$ cat src/rtl/ln_diff_exp_table.sv
// ln_diff_exp_table
//   Log-domain subtractor: c = ln|exp(a) - exp(b)| = max(a,b) + g(|a-b|),
//   with g(d) = ln(1 - exp(-d)) read from a ROM built at elaboration time.
//   Four-stage pipeline with valid/ready handshake on both sides; the whole
//   pipe advances together when the output slot is free or being drained.
//
//   Optional build macro: LN_DIFF_EXP_INTERP_EN
//     defined   -> linear interpolation between T[k] and T[k+1]
//     undefined -> nearest-lower table entry T[k]
//
// Ports
//   clk        clock, rising edge
//   rst_n      synchronous reset, active low
//   in_valid   a/b valid
//   in_ready   block accepts a/b this cycle (combinational: !out_valid || out_ready)
//   a, b       signed fixed-point log values (FRAC fractional bits)
//   out_valid  c/flags valid
//   out_ready  downstream accepts c this cycle
//   c          ln|exp(a)-exp(b)|; min int encodes -inf
//   c_neg      exp(a) < exp(b); magnitude returned
//   c_ninf     a == b; result is -inf
module ln_diff_exp_table #(
    parameter int unsigned BITS       = 16,
    parameter int unsigned FRAC       = 10,
    parameter int unsigned TABLE_BITS = 8,
    parameter int unsigned STEP_FRAC  = 4
) (
    input  logic            clk,
    input  logic            rst_n,
    input  logic            in_valid,
    output logic            in_ready,
    input  logic [BITS-1:0] a,
    input  logic [BITS-1:0] b,
    output logic            out_valid,
    input  logic            out_ready,
    output logic [BITS-1:0] c,
    output logic            c_neg,
    output logic            c_ninf
);

    localparam int unsigned SH    = FRAC - STEP_FRAC;
    localparam int unsigned DW    = BITS + 1;
    localparam int unsigned TBL_N = 1 << TABLE_BITS;
`ifdef LN_DIFF_EXP_INTERP_EN
    localparam int unsigned ROM_N = TBL_N + 1;
`else
    localparam int unsigned ROM_N = TBL_N;
`endif
    localparam int unsigned AW    = $clog2(ROM_N);

    localparam int                    MIN_P1_I = 1 - (1 << (BITS - 1));
    localparam logic signed [BITS-1:0] MIN_INT = {1'b1, {(BITS - 1){1'b0}}};
    localparam logic signed [BITS-1:0] MIN_P1  = BITS'(MIN_P1_I);
    localparam logic [DW-1:0]          D_MAX_FX = DW'(1) << (TABLE_BITS - STEP_FRAC + FRAC);

    // Table entry: g at the sample point, scaled to FRAC bits, rounded half away from zero.
    // Entry 0 samples half a step in, since g(0) is -inf.
    function automatic logic signed [BITS-1:0] tab_entry(input int unsigned k);
        real x;
        real s;
        int  n;
        if (k == 0)
            x = 1.0 / real'(1 << (STEP_FRAC + 1));
        else
            x = real'(k) / real'(1 << STEP_FRAC);
        s = $ln(1.0 - $exp(-x)) * real'(1 << FRAC);
        if (s < 0.0)
            n = -$rtoi(0.5 - s);
        else
            n = $rtoi(s + 0.5);
        if (n < MIN_P1_I)
            n = MIN_P1_I;
        return BITS'(n);
    endfunction

    // Correction ROM; the extra last entry (interpolation only) is the g -> 0 limit.
    logic signed [BITS-1:0] rom [ROM_N];

    for (genvar gi = 0; gi < ROM_N; gi++) begin : g_rom
        if (gi < TBL_N) begin : g_ent
            localparam logic signed [BITS-1:0] ENT = tab_entry(gi);
            assign rom[gi] = ENT;
        end else begin : g_top
            assign rom[gi] = '0;
        end
    end

    // Pipeline advance: everything moves when the output slot can be refilled.
    logic adv;
    assign adv      = !out_valid || out_ready;
    assign in_ready = adv;

    logic v1, v2, v3;

    // S1 registers and difference
    logic signed [BITS-1:0] s1_a, s1_b;
    logic signed [DW-1:0]   d1;
    logic                   neg1;
    logic signed [BITS-1:0] mx1;

    assign d1   = DW'(s1_a) - DW'(s1_b);
    assign neg1 = d1[DW-1];
    assign mx1  = neg1 ? s1_b : s1_a;

    // S2 registers and table address split
    logic signed [DW-1:0]   s2_d;
    logic signed [BITS-1:0] s2_mx;
    logic                   s2_neg;
    logic [DW-1:0]          ad2;
    logic                   zero2, big2;
    logic [TABLE_BITS-1:0]  k2;

    assign ad2   = s2_neg ? DW'(-s2_d) : DW'(s2_d);
    assign zero2 = (ad2 == '0);
    assign big2  = (ad2 >= D_MAX_FX);
    assign k2    = TABLE_BITS'(ad2 >> SH);

    // S3 registers (ROM read)
    logic signed [BITS-1:0] s3_mx;
    logic                   s3_neg, s3_zero, s3_big;
    logic signed [BITS-1:0] s3_tk;
    logic signed [BITS-1:0] corr4;

`ifdef LN_DIFF_EXP_INTERP_EN
    localparam int unsigned PW = BITS + SH + 3;

    logic [SH-1:0]          r2;
    logic [SH-1:0]          s3_r;
    logic signed [BITS-1:0] s3_tk1;
    logic signed [PW-1:0]   diff4, rr4, prod4, corr_w4;

    assign r2 = ad2[SH-1:0];

    // Linear interpolation between adjacent entries; floor via arithmetic shift.
    always_comb begin
        diff4   = PW'(s3_tk1) - PW'(s3_tk);
        rr4     = PW'({1'b0, s3_r});
        prod4   = diff4 * rr4;
        corr_w4 = PW'(s3_tk) + (prod4 >>> SH);
        corr4   = BITS'(corr_w4);
    end
`else
    assign corr4 = s3_tk;
`endif

    // S4 result selection
    logic signed [DW-1:0]   sum4;
    logic [BITS-1:0]        c_nxt;
    logic                   neg_nxt, ninf_nxt;

    assign sum4 = DW'(s3_mx) + DW'(corr4);

    always_comb begin
        c_nxt    = BITS'(sum4);
        neg_nxt  = s3_neg;
        ninf_nxt = 1'b0;
        if (s3_zero) begin
            c_nxt    = MIN_INT;
            neg_nxt  = 1'b0;
            ninf_nxt = 1'b1;
        end else if (s3_big) begin
            c_nxt = s3_mx;
        end else if (sum4 < DW'(MIN_P1)) begin
            // min int is reserved for -inf; corr <= 0 so no positive overflow
            c_nxt = MIN_P1;
        end
    end

    // Valid bits and output registers
    always_ff @(posedge clk) begin
        if (!rst_n) begin
            v1        <= 1'b0;
            v2        <= 1'b0;
            v3        <= 1'b0;
            out_valid <= 1'b0;
            c         <= '0;
            c_neg     <= 1'b0;
            c_ninf    <= 1'b0;
        end else if (adv) begin
            v1        <= in_valid;
            v2        <= v1;
            v3        <= v2;
            out_valid <= v3;
            if (v3) begin
                c      <= c_nxt;
                c_neg  <= neg_nxt;
                c_ninf <= ninf_nxt;
            end
        end
    end

    // Datapath registers; contents of bubble slots are don't-care
    always_ff @(posedge clk) begin
        if (adv) begin
            if (in_valid) begin
                s1_a <= a;
                s1_b <= b;
            end
            if (v1) begin
                s2_d   <= d1;
                s2_mx  <= mx1;
                s2_neg <= neg1;
            end
            if (v2) begin
                s3_mx   <= s2_mx;
                s3_neg  <= s2_neg;
                s3_zero <= zero2;
                s3_big  <= big2;
                s3_tk   <= rom[AW'(k2)];
`ifdef LN_DIFF_EXP_INTERP_EN
                s3_tk1  <= rom[AW'(k2) + AW'(1)];
                s3_r    <= r2;
`endif
            end
        end
    end

endmodule

$ cat config.mk
export PLATFORM = sky130hd
export DESIGN_NAME = ln_diff_exp_table
export DESIGN_NICKNAME = d
export VERILOG_FILES = /design/src/rtl/ln_diff_exp_table.sv
export SDC_FILE = /design/constraint.sdc
export NUM_CORES = 1
export LEC_CHECK = 0
export ABC_AREA = 1
export ABC_CLOCK_PERIOD_IN_PS = 2700
export CORE_AREA = 2 2 141 102
export CTS_CLUSTER_SIZE = 12
export DETAILED_ROUTE_END_ITERATION = 6
export DIE_AREA = 0 0 143 104
export PLACE_DENSITY = 0.74
export SYNTH_ARGS = -nofsm -noshare
export SYNTH_HDL_FRONTEND = slang
export SYNTH_SLANG_ARGS = --single-unit
$ cat constraint.sdc
create_clock -name clk -period 2.7 [get_ports clk]
set_clock_uncertainty 0.05 [all_clocks]
set_input_delay 0.675 -clock clk [delete_from_list [all_inputs] [get_ports clk]]
set_output_delay 0.675 -clock clk [all_outputs]
set_load 0.02 [all_outputs]
==> results of run 1 <==
## state kept, by name, summed over array words and instances, names as in the netlist
register	count
s3_mx	16
s3_big	1
s3_zero	1
s1_a	16
c	16
s3_neg	1
corr4	13
s1_b	16
v2	1
c_neg	1
out_valid	1
s2_d	17
c_ninf	1
s2_mx	16
v3	1
v1	1
## per-layer routing
layer	GRT usage [%]	share of wire, %	up-vias
met2	38.0	45	275
li1	-	-	3166
met3	5.06	7.7	21
met1	36.8	46	2981
met4	6.01	1.2	0
met5	0	0	-
## logic make-up (layout without fill, tap and decap cells)
| group | after synthesis | in the layout | share of synthesized area [%] |
|---|---|---|---|
| simple gates | 431 | 432 | 24.6 |
| compound gates | 151 | 151 | 11.5 |
| buf+inv | 132 | 234 | 7.46 |
| flops | 119 | 119 | 46.2 |
| fa+ha+maj | 45 | 45 | 7.96 |
| xor+xnor | 18 | 18 | 2.27 |
## power by group through the flow
stage | registers (mW) | clock network [mW] | logic (mW)
after global placement | 2.21 | 0 | 1.09
after floorplan | 2.19 | 0 | 0.762
after global routing | 2.19 | 2.34 | 1.36
after CTS | 2.17 | 2.26 | 1.12
after detailed placement | 2.21 | 0 | 1.09
final | 2.18 | 2.24 | 1.23
## cell usage after synthesis, types with 2 or more instances
cell type | count | area share (%)
nand2_1 | 284 | 15
nand3b_1 | 5 | 0.52
o2111ai_1 | 2 | 0.24
a31oi_1 | 3 | 0.26
buf_2 | 5 | 0.34
inv_2 | 4 | 0.21
ha_1 | 43 | 7.4
xnor2_1 | 5 | 0.60
inv_1 | 104 | 5.4
nand4_1 | 4 | 0.34
a21o_1 | 2 | 0.21
buf_4 | 6 | 0.62
fa_1 | 2 | 0.55
a211oi_1 | 2 | 0.21
xor2_1 | 12 | 1.4
o22ai_1 | 5 | 0.43
o21bai_1 | 4 | 0.41
clkbuf_1 | 10 | 0.52
o21ai_0 | 45 | 3.1
nand2_2 | 3 | 0.26
o211ai_1 | 8 | 0.83
nor2_1 | 67 | 3.5
a21oi_1 | 67 | 4.6
edfxtp_1 | 97 | 40
dfxtp_1 | 22 | 6.1
o21ai_2 | 3 | 0.36
nand3_1 | 60 | 4.1
o21ai_1 | 6 | 0.41
## worst max-delay path, stage by stage, from the launching register on
cell	delay [ns]
edfxtp_1	0.39
ha_1	0.23
fa_1	0.42
o21ai_2	0.19
a21oi_2	0.10
o21ai_2	0.17
nand3_1	0.10
nand4_1	0.15
nand2_1	0.13
o21ai_4	0.12
clkbuf_16	0.19
inv_1	0.06
nand2_1	0.05
o21ai_0	0.07
## layout make-up
cell class	instances	area (um2)
Fill cell	1064	4430
Multi-Input combinational cell	646	3620
Timing Repair Buffer	94	926
Inverter	109	414
Tap cell	190	238
Sequential cell	119	3350
Clock buffer	18	429
Clock inverter	13	155
## metrics by stage
step / setup slack [ns] / utilization [%] / TNS, ns / power, mW / hold WS [ns]
finish: 0.0382 / 67.3 / 0 / 5.66 / 0.361
global route: -0.0559 / 67.3 / -0.493 / 5.89 / 0.372
CTS: 0.0138 / 65.0 / 0 / 5.55 / 0.367
detailed placement: -0.130 / 60.5 / -1.29 / 3.30 / 0.355
global placement: -0.0941 / 60.5 / -0.628 / 3.29 / 0.353
floorplan: 0.244 / - / 0 / 2.95 / 0.350
## what timing repair did
action / in CTS / in global routing
setup endpoints to repair: 15 / 42
cloned: 1 / 2
pin swaps: 1 / 12
buffers inserted: 1 / 7
gates resized for setup: 4 / 55
hold buffers: 0 / 0
## worst paths after layout
path	startpoint	endpoint	slack, ns
hold reg to reg	s2_mx[4]	s3_mx[4]	0.36
hold / removal	s2_mx[4]	s3_mx[4]	0.36
setup reg to reg	s1_b[0]	s2_mx[0]	0.04
setup / recovery	s1_b[0]	s2_mx[0]	0.04
==> flow_summary.json, run 1 <==
{
  "status": "completed",
  "clk_path_buf_depth": 2,
  "antennaDiodeCount": 0,
  "core_area_mm2": 0.0136,
  "min_path_cells": 0,
  "dp_hpwl_um": 13200,
  "crit_required_ns": 2.81,
  "synth_cells": 896,
  "tritoncts": "built",
  "port_buffers": 55,
  "gr-total-overflow": 0,
  "io-pin-count": 56,
  "relSlewSlack_pct": 54.4,
  "synth-seq-area-share_pct": 46.2,
  "ant_nets": 0,
  "fin_crit_sh_pct": 98.6,
  "layout_common_cells": "nand2_1, inv_1, edfxtp_1, nor2_1, a21oi_1",
  "grt_pass1_wl_um": 29400,
  "cap_viol_max_count": 0,
  "ys_types": 44,
  "syn_area_mm2": 0.00726,
  "drv_slew": 0,
  "p_per_area_mw_per_mm2": 619,
  "drt_iter0_markers": 585,
  "path_max_fanout": 8,
  "firstDrtPassIters": 5,
  "synth_edf_count": 97,
  "max_freq_mhz": 376,
  "rsz0062_at_grt": "yes",
  "syn_nets": 977,
  "cts_buffers": 17,
  "rows": 36,
  "critPathKind": "reg -> reg",
  "hold_class": "reg -> reg",
  "p_leak_nw": 3.98,
  "nets": 1068,
  "numClockSinks": 119,
  "track_usage_pct": 25.0,
  "final_common_cell": "nand2_1",
  "period_needed_ns": 2.66,
  "design.die.area_mm2": 0.0149,
  "viasPerCell": 5.42,
  "tightest_slew_ns": 0.683,
  "async_flop_share_pct": 0,
  "arrival_ns": 2.78,
  "wl_per_cell_um": 15.7,
  "h-tree-depth": 4,
  "cts.reportedPaths.clkPinSlew_ns": 0.06,
  "drc_errors": 0,
  "syn_avg_cell_area_um2": 8.10,
  "crit_path_end_kind": "flop",
  "p_sw_share_pct": 28.7,
  "cts_root_buf": "clkbuf_16",
  "ir_drop_uv": 498,
  "ys_seq_elements": 119,
  "first_global_vias": 6023,
  "ff2ff_path_depth": 13,
  "power_frac_comb_pct": 21.8,
  "p_seq_share_pct": 38.5,
  "fin_area_mm2": 0.00913,
  "vias": 6443,
  "p_int_mw": 4.03,
  "wirelength_um": 18600,
  "p_clk_share_pct": 39.7,
  "place_inst": 1147,
  "area_delta_synth_final_pct": 25.8,
  "ys.flop_type": "edfxtp_1",
  "dpl_cell_area_mm2": 0.00820,
  "drive_above_1_share_pct": 12.8,
  "die_h_um": 104,
  "die_width_um": 143,
  "p_sw_mw": 1.62,
  "clock_latency_ns": 0.42,
  "grt_max_degree": 34,
  "final_cells": 1189,
  "setup_viol": 0,
  "initial_utilization_pct": 53.6,
  "antenna_found_initial": 0,
  "setup.worst_path.start_class": "flop",
  "globalplace.congestion": 0.961,
  "final_hold_viol_count": 0,
  "synth_warnings": 0
}
Note: power is estimated with default switching activity, not from simulation.
==> run 2: changes to the inputs <==
- SKIP_CTS_REPAIR_TIMING: default -> 1
==> run 2 against run 1 <==
  * Final cell count stayed put
  * Core utilization down 0.074 points
  * Non-clock buffer count did not move
  * Largest power group unchanged
  * Maximum frequency is 1.3% lower
  * Combinational power hardly changed
  * Critical path depth rose by 5
  * Wire length decreased by 0.47%
  * Critical path type unchanged
  * Via count increased by 0.54%
  * Clock power hardly changed
  * Die area is the same
==> flow_summary.json, run 2 (synthesized netlist as in run 1, its figures left out) <==
{
  "status": "completed",
  "layout_common_cells": "nand2_1, inv_1, edfxtp_1, nor2_1, a21oi_1",
  "largest_reg_flops": 17,
  "fin_area_mm2": 0.00912,
  "rows": 36,
  "setup_viol": 0,
  "cts_buffers": 17,
  "p_leak_nw": 3.97,
  "tritoncts": "built",
  "ff_latch_area_mm2": 0.00335,
  "tightest_slew_ns": 0.706,
  "p_per_area_mw_per_mm2": 620,
  "die_width_um": 143,
  "clock_latency_ns": 0.41,
  "critPathKind": "reg -> reg",
  "core_area_mm2": 0.0136,
  "gr-total-overflow": 0,
  "slowest_stage": "edfxtp_1",
  "area_delta_synth_final_pct": 25.6,
  "nFillCells": 1065,
  "ir_drop_uv": 492,
  "critPathMaxStageDelay_ns": 0.44,
  "first_global_vias": 5968,
  "dp_hpwl_um": 13200,
  "regMostFlops": "s2_d",
  "setup_ws_ns": 0.00353,
  "drt_iter0_markers": 564,
  "multiInputGateArea_mm2": 0.00361,
  "wirelength_um": 18500,
  "rsz0062_at_grt": "yes",
  "vias": 6478,
  "critPathMostFrequentCell": "nand2_2",
  "design.die.area_mm2": 0.0149,
  "final_hold_viol_count": 0,
  "port_buffers": 55,
  "cap_viol_max_count": 0,
  "nets": 1068,
  "arrival_ns": 2.91,
  "track_usage_pct": 24.8,
  "wl_per_cell_um": 15.6,
  "cts_root_buf": "clkbuf_16",
  "firstDrtPassIters": 6,
  "path_buf_inv": 0,
  "cts.reportedPaths.clkPinSlew_ns": 0.06,
  "viasPerCell": 5.45,
  "pre_cts_ws_ns": -0.130,
  "finalPower_mw": 5.65,
  "die_h_um": 104,
  "initial_utilization_pct": 53.6,
  "fin_tns_setup_ns": 0,
  "drive_above_1_share_pct": 12.9,
  "path_max_fanout": 8,
  "relSlewSlack_pct": 52.9,
  "drc_errors": 0,
  "drv_slew": 0,
  "globalplace.congestion": 0.961,
  "antennaDiodeCount": 0,
  "max_freq_mhz": 371,
  "crit_family": "simple AND/OR/NAND/NOR gates",
  "ant_nets": 0,
  "cp_cell_sequence": "ha_4 -> fa_2 -> nand2_2 -> nand2_4 -> nand3_4 -> nand2_4 -> nand2_2 -> nand2_2 -> xnor2_2 -> nand2_1 -> nor2_1 -> nand2_1 -> nand2_4 -> nand2_8 -> nand2_2 -> nand2_2 -> nand2_2 -> a21oi_2",
  "dpl_cell_area_mm2": 0.00820,
  "final_common_cell": "nand2_1",
  "hold_class": "reg -> reg",
  "antenna_found_initial": 0,
  "period_needed_ns": 2.70,
  "h-tree-depth": 4,
  "whs_ns": 0.362,
  "grt_pass1_wl_um": 29100,
  "grt_max_degree": 34,
  "crit_required_ns": 2.91,
  "fin_crit_sh_pct": 99.9,
  "crit_path_end_kind": "flop",
  "clk_path_buf_depth": 2,
  "numClockSinks": 119,
  "io-pin-count": 56,
  "setup.worst_path.start_class": "flop"
}
## run 2: cell counts in the layout (fill, tap and decap cells not counted)
No cell type changed its count.
## run 2: worst paths after layout
path | from | endpoint | slack [ns] | cells past startpoint
max | s3_mx[0] | c[2] | 0.004 | 18
min reg2reg | s2_mx[4] | s3_mx[4] | 0.36 | 0
max reg2reg | s3_mx[0] | c[2] | 0.004 | 18
min | s2_mx[4] | s3_mx[4] | 0.36 | 0
## run 2: report_power, final
group | internal (mW) | switching, mW | leakage, nW
registers | 2.12 | 0.0520 | 1.10
logic | 0.468 | 0.768 | 2.59
clock network | 1.44 | 0.802 | 0.284
total | 4.03 | 1.62 | 3.97
## run 2: area by class of cell
type / instances / area share, %
multi-input cells: 646 / 39.5
well taps: 190 / 2.61
repair buffers: 94 / 10.2
clock inverters: 13 / 1.70
flip-flops and latches: 119 / 36.8
inverters: 109 / 4.54
clock buffers: 18 / 4.71
## run 2: worst register-to-register path: cells and delay by family (launching register included)
kind	cells	cell delay, ns
DFF	1	0.44
and+or+nand+nor	14	1.22
AOI/OAI and AO/OA	1	0.04
adders and majority gates	2	0.61
xor gates and xnor gates	1	0.20
## run 2: routing by layer
metal	GRT usage, %	share of wire, %
met5	0	0
met4	6.01	1.6
met3	5.06	7.2
met2	37.7	45
met1	36.3	46
## run 2: through the flow
step,cells,utilization (%)
floorplan,896,-
global placement,1147,60.5
detailed placement,1147,60.5
CTS,1178,64.8
global route,1189,67.3
finish,1189,67.3
